## src/rtl/req_ack_responder_pkg.sv

```systemverilog
// rtl/req_ack_responder_pkg.sv - shared types and constants for the req/ack handshake
// Default delay is shared with initiator-side benches and checkers.
package req_ack_pkg;

    typedef enum logic [1:0] {
        IDLE = 2'd0,
        WAIT = 2'd1,
        ACK  = 2'd2
    } state_t;

    localparam int REQ_ACK_DLY = 2;

endpackage

```

## src/rtl/req_ack_responder_if.sv

```systemverilog
// rtl/req_ack_responder_if.sv - req/ack handshake bundle
// The initiator drives req and the responder drives ack.
interface req_ack_responder_if;

    logic req;
    logic ack;

    modport master (output req, input ack);
    modport slave  (input req, output ack);

endinterface

```

## src/rtl/req_ack_responder_rise_detect.sv

```systemverilog
// rtl/req_ack_responder_rise_detect.sv - single-flop rising-edge detector
// The delay flop resets to 0, so a level already high after reset reads as a rise.
module rise_detect (
    input  logic clk,
    input  logic rst_n,
    input  logic sig,
    output logic rise
);

    logic sig_q;

    always_ff @(posedge clk or negedge rst_n) begin
        if (!rst_n) begin
            sig_q <= 1'b0;
        end else begin
            sig_q <= sig;
        end
    end

    assign rise = sig & ~sig_q;

endmodule

```

## src/rtl/req_ack_responder.sv

```systemverilog
// rtl/req_ack_responder.sv - fixed-latency responder answering each req rise with an ack pulse
// One request in service at a time; rises seen outside IDLE are dropped and counted.
module req_ack_responder
    import req_ack_pkg::*;
#(
    parameter int DLY_W     = 4,
    parameter int ACK_WIDTH = 1,
    parameter int CNT_W     = 8
) (
    input  logic                 clk,
    input  logic                 rst_n,
    req_ack_responder_if.slave   bus,
    input  logic [DLY_W-1:0]     cfg_delay,
    output logic                 busy,
    output logic                 drop_err,
    output logic [CNT_W-1:0]     served_cnt,
    output logic [CNT_W-1:0]     drop_cnt
);

    localparam int WCNT_W = (ACK_WIDTH > 1) ? $clog2(ACK_WIDTH) : 1;

    state_t            state;
    state_t            state_n;
    logic [DLY_W-1:0]  dcnt;
    logic [DLY_W-1:0]  dcnt_n;
    logic [WCNT_W-1:0] wcnt;
    logic [WCNT_W-1:0] wcnt_n;
    logic              ack_q;
    logic              ack_n;
    logic              accept;
    logic              drop;
    logic              rise;

    rise_detect u_rise_detect (
        .clk   (clk),
        .rst_n (rst_n),
        .sig   (bus.req),
        .rise  (rise)
    );

    always_comb begin
        state_n = state;
        dcnt_n  = dcnt;
        wcnt_n  = wcnt;
        ack_n   = ack_q;
        accept  = 1'b0;
        drop    = 1'b0;
        case (state)
            IDLE: begin
                if (rise) begin
                    accept  = 1'b1;
                    state_n = WAIT;
                    // A programmed delay of 0 behaves as 1
                    dcnt_n  = (cfg_delay == '0) ? '0 : cfg_delay - DLY_W'(1);
                end
            end
            WAIT: begin
                drop = rise;
                if (dcnt == '0) begin
                    state_n = ACK;
                    ack_n   = 1'b1;
                    wcnt_n  = WCNT_W'(ACK_WIDTH - 1);
                end else begin
                    dcnt_n = dcnt - DLY_W'(1);
                end
            end
            ACK: begin
                drop = rise;
                if (wcnt == '0) begin
                    state_n = IDLE;
                    ack_n   = 1'b0;
                end else begin
                    wcnt_n = wcnt - WCNT_W'(1);
                end
            end
            default: begin
                state_n = IDLE;
                ack_n   = 1'b0;
            end
        endcase
    end

    always_ff @(posedge clk or negedge rst_n) begin
        if (!rst_n) begin
            state      <= IDLE;
            dcnt       <= '0;
            wcnt       <= '0;
            ack_q      <= 1'b0;
            drop_err   <= 1'b0;
            served_cnt <= '0;
            drop_cnt   <= '0;
        end else begin
            state <= state_n;
            dcnt  <= dcnt_n;
            wcnt  <= wcnt_n;
            ack_q <= ack_n;
            if (accept && (served_cnt != '1)) begin
                served_cnt <= served_cnt + CNT_W'(1);
            end
            if (drop) begin
                drop_err <= 1'b1;
                if (drop_cnt != '1) begin
                    drop_cnt <= drop_cnt + CNT_W'(1);
                end
            end
        end
    end

    assign bus.ack = ack_q;
    assign busy    = (state != IDLE);

endmodule

```

## src/flat_wrapper.sv

```systemverilog
// flat-port wrapper written by rule: the top's interface ports become plain ports
module req_ack_responder_flat import req_ack_pkg::*;
#(
    parameter int DLY_W     = 4,
    parameter int ACK_WIDTH = 1,
    parameter int CNT_W     = 8
)
  (clk, rst_n, cfg_delay, busy, drop_err, served_cnt, drop_cnt, bus_req, bus_ack);
  req_ack_responder_if bus_i ();
  input  logic clk;
  input  logic rst_n;
  input  logic [DLY_W-1:0] cfg_delay;
  output logic busy;
  output logic drop_err;
  output logic [CNT_W-1:0] served_cnt;
  output logic [CNT_W-1:0] drop_cnt;
  input wire logic [$bits(bus_i.req)-1:0] bus_req;
  output wire logic [$bits(bus_i.ack)-1:0] bus_ack;
  assign bus_i.req = bus_req;
  assign bus_ack = bus_i.ack;
  req_ack_responder #(.DLY_W(DLY_W), .ACK_WIDTH(ACK_WIDTH), .CNT_W(CNT_W)) u_core (.clk(clk), .rst_n(rst_n), .bus(bus_i), .cfg_delay(cfg_delay), .busy(busy), .drop_err(drop_err), .served_cnt(served_cnt), .drop_cnt(drop_cnt));
endmodule
```

## config.mk

```make
export PLATFORM = sky130hd
export DESIGN_NAME = req_ack_responder_flat
export DESIGN_NICKNAME = d
export VERILOG_FILES = /design/src/rtl/req_ack_responder_pkg.sv /design/src/rtl/req_ack_responder_if.sv /design/src/rtl/req_ack_responder_rise_detect.sv /design/src/rtl/req_ack_responder.sv /design/src/flat_wrapper.sv
export SDC_FILE = /design/constraint.sdc
export NUM_CORES = 1
export LEC_CHECK = 0
export ABC_AREA = 1
export ABC_CLOCK_PERIOD_IN_PS = 1500
export CORE_MARGIN = 4
export CORE_UTILIZATION = 52
export DETAILED_ROUTE_END_ITERATION = 16
export GPL_TIMING_DRIVEN = 0
export PLACE_DENSITY = 0.79
export SLEW_MARGIN = 20
export SYNTH_ARGS = -nofsm -noshare
export SYNTH_HDL_FRONTEND = slang
export SYNTH_SLANG_ARGS = --single-unit
export TNS_END_PERCENT = 5
```

## constraint.sdc

```tcl
create_clock -name clk -period 1.5 [get_ports clk]
set_input_delay 0.225 -clock clk [delete_from_list [all_inputs] [get_ports clk]]
set_output_delay 0.225 -clock clk [all_outputs]
set_load 0.005 [all_outputs]
```

Yosys cells after proc, flatten, opt, wreduce, memory -nomap -nowiden

Index checks and enable logic that the tools add are counted.

Register bits: 26
Input port bits: 7
Output and inout port bits: 19
Logic and storage cells: 54

$add $sub $neg: 5
Eq/ne operators: 8
Muxes and demuxes: 17
Bitwise operators: 3
Reduce and logical (&&, ||, !) cells: 13

Operator list:

| operator              | count |
|---|---|
| $add A8 B1 Y8 const B | 2 |
| $ne A8 B8 Y1 const B  | 2 |
| $mux W4               | 3 |
| $reduce_and A3 Y1     | 3 |
| $logic_not A4 Y1      | 2 |
| $pmux W4 S2           | 1 |
| $sub A4 B1 Y4 const B | 2 |
| $mux W1               | 7 |
| $mux W2               | 3 |
| $pmux W2 S3           | 1 |
| $reduce_bool A2 Y1    | 3 |
| $ne A2 B1 Y1 const B  | 2 |
| $ne A2 B2 Y1 const B  | 2 |
| $reduce_and A2 Y1     | 2 |
| $pmux W1 S3           | 1 |
| $eq A2 B1 Y1 const B  | 1 |
| $eq A2 B2 Y1 const B  | 1 |
| $logic_not A2 Y1      | 1 |
| $not A1 Y1            | 2 |
| $pmux W1 S2           | 1 |
| $reduce_or A2 Y1      | 1 |
| $and A1 B1 Y1         | 1 |
| $logic_and A1 B1 Y1   | 1 |
| $sub A1 B1 Y1 const B | 1 |

Longest topological paths before layout

Gate-level depths: netlist (run 1).

Depth in word-level cells: 5
Depth in mapped cells: 9
Depth with buffers taken out: 8

Modules after synthesis

From an unflattened synthesis (run 1), not the netlist that was laid out.

Cells, all modules: 204
Area total of the unflattened synthesis: 1556.5 sq um

By module, submodules not included:

| module            | instances | cells each | area an instance (sq um) | seq. area each (sq um) |
|---|---|---|---|---|
| req_ack_responder | 1         | 201        | 1521.5                   | 600.6 |
| rise_detect       | 1         | 3          | 35.0                     | 25.0 |

Worst setup path before layout (run 1)

OpenSTA, ideal clock, no wires.

Path kind: register -> register
Start point: reg u_core.state[0]
End point: reg u_core.drop_cnt[6]
Setup time: 0.124 ns
Data arrival time: 1.141 ns
Required time: 1.376 ns
Setup slack: 0.235 ns
Stages on the path, launching flop included: 7
Buffers on the path: 0
Clock period less this slack: 1.265 ns
Cell sequence: dfrtp_1 > inv_1 > ha_1 > nand3_1 > inv_1 > nand3_1 > xnor2_1

Cells in the longest elaborated chain, start to end: 4
Elaborated cells on any way between the ends: 5
Classes of those cells: 2 x eq/ne; 1 x mux; 2 x reduce/logical

RTL lines:

| item                                                | RTL line                 | source |
|---|---|---|
| start: declaration                                  | req_ack_responder.sv:22  | `state_t state;` |
| start signal: assignment                            | req_ack_responder.sv:93  | `state <= state_n;` |
| $eq A2 B1 Y1 / $eq A2 B2 Y1 (equally long branches) | req_ack_responder.sv:48  | `case (state)` |
| $reduce_or A2 Y1 (no source line) (*)               | -                        |  |
| $mux W1 (*)                                         | req_ack_responder.sv:48  |  |
| $reduce_and A2 Y1 (no source line) (*)              | -                        |  |
| end signal: assignment                              | req_ack_responder.sv:103 | `drop_cnt <= drop_cnt + CNT_W'(1);` |
| end: declaration                                    | req_ack_responder.sv:17  | `output logic [CNT_W-1:0] drop_cnt` |

Mark *: on every way between the ends. The rest lies on a longest branch, timed or not.
A chain may end at the register's enable or synchronous reset.

Worst setup path in the final report (run 1)

Start point: reg u_core.ack_q (netlist: u_core.bus.ack)
End point: out bus_ack

RTL lines:

| item                     | RTL line                | source |
|---|---|---|
| start: declaration       | req_ack_responder.sv:28 | `logic ack_q;` |
| start signal: assignment | req_ack_responder.sv:96 | `ack_q <= ack_n;` |
| end: declaration         | flat_wrapper.sv:18      | `output wire logic [$bits(bus_i.ack)-1:0] bus_ack;` |

No word-level cell between the ends.

==> flow_metrics.py, run 1 <==
metrics = {
    "drt": {
        "firstDrtPassIters": 4,
        "drtAntennaViolNets": 0,
        "drt-initial-drc-count": 68,
        "routed_wirelength_um": 3130,
        "drc": 0,
        "via_per_inst": 5.09,
        "vias": 1314,
        "wl_per_cell_um": 12.1,
    },
    "worst_hold_path": {
        "min_to": "u_core.u_rise_detect.sig_q",
        "min_path_cells": 1,
        "hold_class": "in2reg",
        "hold_start": "bus_req",
    },
    "logic_synthesis": {
        "synth.net_count": 205,
        "synth_area_per_cell_um2": 7.49,
        "ys_warn_count": 0,
        "syn_inst": 193,
        "synth_cell_type_count": 22,
        "synth_area_leaders": "dfrtp_1 (43%), nand2_1 (19%), nand3_1 (6.9%)",
        "synth_top_cell_by_area": "dfrtp_1",
        "synth-seq-cells": 25,
        "synth_top_area_frac": 0.433,
        "seq_area_frac_synth": 0.433,
        "syn_area_mm2": 0.00145,
    },
    "clock_tree": {
        "clk_path_buf_depth": 2,
        "cts-root-buf": "clkbuf_4",
        "cts_tree": "done",
        "htree_levels": 1,
        "cts_buffers": 3,
        "clkLatencyLatePin_ps": 310,
        "clkTransAtPathRegs_ps": 140,
        "cts_sinks": 25,
    },
    "sta": {
        "slew_headroom": 0.622,
        "worstMarginPinSlew_ps": 567,
        "hold_viol_final": 0,
        "period_needed_ps": 1410,
        "setup_viol": 0,
        "drv_slew": 0,
        "fin_tns_setup_ps": 0,
        "finalCritPeriodShare": 0.943,
        "layout_setup_ws_ps": 85.8,
        "fmax_mhz": 707,
        "rsz0062_at_grt": "no",
        "worst_clock_skew_ps": 6.99,
    },
    "floorplanning": {
        "start_util": 0.563,
        "die_w_um": 60.7,
        "ios": 26,
        "dieArea_mm2": 0.00369,
        "rows": 18,
        "core_area_mm2": 0.00257,
        "die_height_um": 60.7,
    },
    "global_routing": {
        "antenna_found_initial": 0,
        "overflow": 0,
        "grt_pass1_wl_um": 5400,
        "grt_usage": 0.191,
        "grt_max_degree": 26,
        "grt_pass1_vias": 1294,
    },
    "placed_design": {
        "gp_congestion": 0.812,
        "io_buffers": 25,
        "numPlacedInstances": 248,
        "dp_hpwl_um": 2330,
        "place_area_mm2": 0.00173,
        "dp_slack_ps": -15.4,
    },
    "finish": {
        "layout-drive-gt1-share": 0.145,
        "final_cell_area_mm2": 0.00184,
        "final_common_cell": "nand2_1",
        "final_nets": 241,
        "area.growth.synth_to_final_pct": 27.2,
        "diodes": 0,
        "fin_cells": 258,
        "final_cell_mix": "nand2_1 (71), dfrtp_1 (23), inv_1 (20), nand3_1 (19), dlygate4sd2_1 (11)",
    },
    "power_and_ir_drop": {
        "comb_power_share": 0.514,
        "seq_power_share": 0.380,
        "clkPwrFrac": 0.106,
        "power_density_mw_per_mm2": 1530,
        "leakage_nw": 1.02,
        "vdd_drop_max_uv": 1180,
        "power_mw": 2.81,
        "internal_power_mw": 1.64,
        "netSwitchingFraction": 0.417,
        "power.switching_mw": 1.17,
    },
    "worst_setup_path": {
        "cp_top_family": "buffers and inverters",
        "slowest_delay_ps": 500,
        "cp-end-kind": "output port",
        "path_depth": 1,
        "worstReg2RegStart": "u_core.state[0]",
        "r2r_end": "u_core.dcnt[2]",
        "crit_chain": "clkdlybuf4s50_1",
        "crit_arrival_ps": 1190,
        "crit_type": "reg2out",
        "r2r_cells": 8,
        "cp-start-kind": "register",
        "critical_path.slowest_cell": "clkdlybuf4s50_1",
        "critPathBufInv": 1,
        "worstPathRequired_ps": 1270,
        "reg2reg_setup_slack_ps": 100,
        "worstPathMaxFanout": 2,
    },
    "flow_run": {
        "cap_violations": 0,
    },
    "run_status": {
        "status": "finished, final reports clean",
    },
}
power groups by stage:
stage / combinational (mW) / sequential, mW / clock, mW
finish: 1.45 / 1.07 / 0.299
global route: 1.64 / 1.11 / 0.339
CTS: 1.35 / 1.06 / 0.314
detailed placement: 1.30 / 1.09 / 0
global placement: 1.25 / 1.08 / 0
floorplan: 0.815 / 1.07 / 0
logic make-up (layout without fill, tap and decap cells):
| kind of cell | count (synthesis) | count (layout) | synth area share |
|---|---|---|---|
| buf+inv | 28 | 63 | 0.0770 |
| flops | 25 | 25 | 0.433 |
| compound gates | 13 | 13 | 0.0450 |
| xor+xnor | 8 | 8 | 0.0484 |
| simple gates | 114 | 114 | 0.354 |
| fa+ha+maj | 5 | 5 | 0.0433 |
what timing repair did:
action	CTS	global route
resized for setup	19	17
pin swaps	0	3
endpoints found under the hold margin	25	0
setup endpoints to repair	13	12
hold buffers	1	0
setup buffers	2	3
worst max-delay path by stage:
stage                         start                 end  slack, ps
floorplan           u_core.state[0]  u_core.drop_cnt[6]        240
global placement              rst_n  u_core.drop_cnt[1]       -110
detailed placement  u_core.state[0]                busy        -20
CTS                 u_core.state[0]                busy        -20
global route        u_core.state[0]      u_core.dcnt[1]          2
finish               u_core.bus.ack             bus_ack         90
stage by stage:
step / utilization / hold slack [ps]
floorplan: - / -70.6
global placement: 0.675 / 466
detailed placement: 0.673 / 259
CTS: 0.695 / 399
global route: 0.716 / 404
finish: 0.716 / 413
synthesized netlist by cell type, drive strengths merged:
cell type and number:
a21oi 2, buf 1, dfrtp 25, ha 5
inv 27, nand2 76, nand3 21, nand4 3
nor2 12, nor3 1, o21ai 11, or2 1
xnor2 7, xor2 1
routing by layer:
layer,wire length (µm),global-route usage
met1,1400,0.238
met2,1550,0.350
met3,142,0.0255
met4,38,0.0464
met5,0,0
state kept, by name (all words and copies together) (netlist names):
name	flops
u_core.state	2
u_core.drop_cnt	8
u_core.bus.ack	1
u_core.u_rise_detect.sig_q	1
u_core.served_cnt	8
u_core.dcnt	4
u_core.drop_err	1
layout make-up:
type / instances / area [µm²]
plain buffers: 1 / 11.3
clock buffers: 4 / 26.3
fillers: 219 / 728
inverters: 27 / 106
multi-input cells: 140 / 742
flip-flops and latches: 25 / 628
well taps: 30 / 37.5
repair buffers: 31 / 288
No activity file was read; power rests on OpenSTA's default activity.
==> run 2: changes to the inputs <==
- CORE_MARGIN: 4 -> 2
==> run 2 against run 1 <==
Non-clock buffer count shrank 1. Clock power is essentially flat. Total power shrank 1.9%. Worst hold slack lost 12 ps. Final cell count is the same. First-iteration DRC count grew 28%. Via count grew 1.6%. Clock-buffer cell count is the same. Highest routed layer unchanged.
==> flow_metrics.py, run 2 (synthesis results as in run 1) <==
metrics = {
    "run_status": {
        "status": "finished, final reports clean",
    },
    "clock_tree": {
        "cts_buffers": 3,
        "cts_tree": "done",
        "cts-root-buf": "clkbuf_4",
        "clkTransAtPathRegs_ps": 130,
        "cts_sinks": 25,
        "clkLatencyLatePin_ps": 320,
        "clk_path_buf_depth": 2,
        "htree_levels": 1,
    },
    "drt": {
        "drt-initial-drc-count": 87,
        "vias": 1335,
        "drtAntennaViolNets": 0,
        "routed_wirelength_um": 3200,
        "via_per_inst": 5.17,
        "firstDrtPassIters": 4,
        "wl_per_cell_um": 12.4,
        "drc": 0,
    },
    "worst_setup_path": {
        "cp-end-kind": "output port",
        "cp-start-kind": "register",
        "crit_type": "reg2out",
        "crit_arrival_ps": 1270,
        "worstPathMaxFanout": 3,
        "worstPathRequired_ps": 1270,
    },
    "sta": {
        "finalCritPeriodShare": 0.995,
        "drv_slew": 0,
        "rsz0062_at_grt": "yes",
        "period_needed_ps": 1490,
        "setup_viol": 0,
        "fmax_mhz": 670,
        "hold_viol_final": 0,
        "worst_clock_skew_ps": 3.70,
        "slew_headroom": 0.643,
        "worstMarginPinSlew_ps": 536,
    },
    "power_and_ir_drop": {
        "power_mw": 2.76,
        "power_density_mw_per_mm2": 1520,
        "vdd_drop_max_uv": 1050,
        "leakage_nw": 0.994,
    },
    "placed_design": {
        "dp_hpwl_um": 2380,
        "io_buffers": 25,
        "gp_congestion": 0.841,
        "place_area_mm2": 0.00174,
    },
    "finish": {
        "final_common_cell": "nand2_1",
        "postLayoutCoreUtil": 0.672,
        "final_cell_area_mm2": 0.00182,
        "final_nets": 240,
        "seqCellArea_um2": 629,
        "reg_top3": "u_core.drop_cnt x8, u_core.served_cnt x8, u_core.dcnt x4",
        "multi_input_area_um2": 737,
        "diodes": 0,
        "layout-drive-gt1-share": 0.123,
        "area.growth.synth_to_final_pct": 25.9,
        "final_cell_mix": "nand2_1 (72), inv_1 (22), dfrtp_1 (22), nand3_1 (19), dlygate4sd2_1 (12)",
        "fillers": 242,
    },
    "global_routing": {
        "overflow": 0,
        "grt_usage": 0.216,
        "grt_max_degree": 26,
        "met2_usage": 0.390,
        "use_met3": 0.0369,
        "grt_pass1_wl_um": 5440,
        "use_met1": 0.256,
        "top_usage_layer": "met2",
        "grt_pass1_vias": 1274,
        "antenna_found_initial": 0,
    },
    "floorplanning": {
        "core_area_mm2": 0.00271,
        "die_height_um": 56.7,
        "ios": 26,
        "dieArea_mm2": 0.00322,
        "start_util": 0.534,
        "die_w_um": 56.7,
        "rows": 19,
    },
    "flow_run": {
        "cap_violations": 0,
    },
    "worst_hold_path": {
        "hold_class": "in2async",
    },
}
run 2: worst max-delay path: stages (launching register included):
cell           delay, ps
dfrtp_1              410
inv_1                100
ha_4                 150
inv_2                 40
dlygate4sd2_1        250
run 2: final timing paths:
kind / startpoint / to / slack [ps] / cells past startpoint
max: u_core.state[0] / busy / 8 / 4
min: rst_n / u_core.served_cnt[3] / 400 / 2
max reg2reg: u_core.state[0] / u_core.dcnt[2] / 50 / 8
min reg2reg: u_core.drop_err / u_core.drop_err / 500 / 1
max in group asynchronous: rst_n / u_core.drop_cnt[2] / 710 / 2
min in group clk: bus_req / u_core.u_rise_detect.sig_q / 420 / 1
run 2: cell type report:
| type | count | area share |
|---|---|---|
| inverters | 27 | 0.0570 |
| clock buffers | 4 | 0.0144 |
| flip-flops and latches | 25 | 0.346 |
| multi-input cells | 140 | 0.405 |
| plain buffers | 1 | 0.00412 |
| well taps | 31 | 0.0213 |
| repair buffers | 30 | 0.153 |
run 2: repair_timing:
action | in CTS | in global routing
setup buffers | 3 | 1
cloned | 0 | 0
hold endpoints to repair | 0 | 25
gates resized for setup | 18 | 10
setup endpoints to repair | 13 | 18
hold buffers | 0 | 1
pin swaps | 0 | 1
run 2: metal layers:
metal | routed length [µm] | vias to the layer above
met5 | 0 | -
met4 | 70 | 0
met3 | 99 | 7
met2 | 1630 | 36
met1 | 1390 | 622
li1 | - | 670
run 2: metrics by stage:
| step | hold WS, ps | setup TNS, ps | setup slack [ps] | cells |
|---|---|---|---|---|
| floorplan | -70.6 | 0 | 235 | 193 |
| global placement | 457 | -1500 | -61.2 | 249 |
| detailed placement | 464 | -2120 | -85.7 | 249 |
| CTS | 418 | -27.2 | -27.2 | 256 |
| global route | 419 | -133 | -60.5 | 258 |
| finish | 400 | 0 | 8.23 | 258 |
run 2: power by group:
part	internal (mW)	leakage (nW)	switching, mW
sequential	0.878	0.318	0.203
combinational	0.615	0.661	0.763
clock	0.104	0.0150	0.196
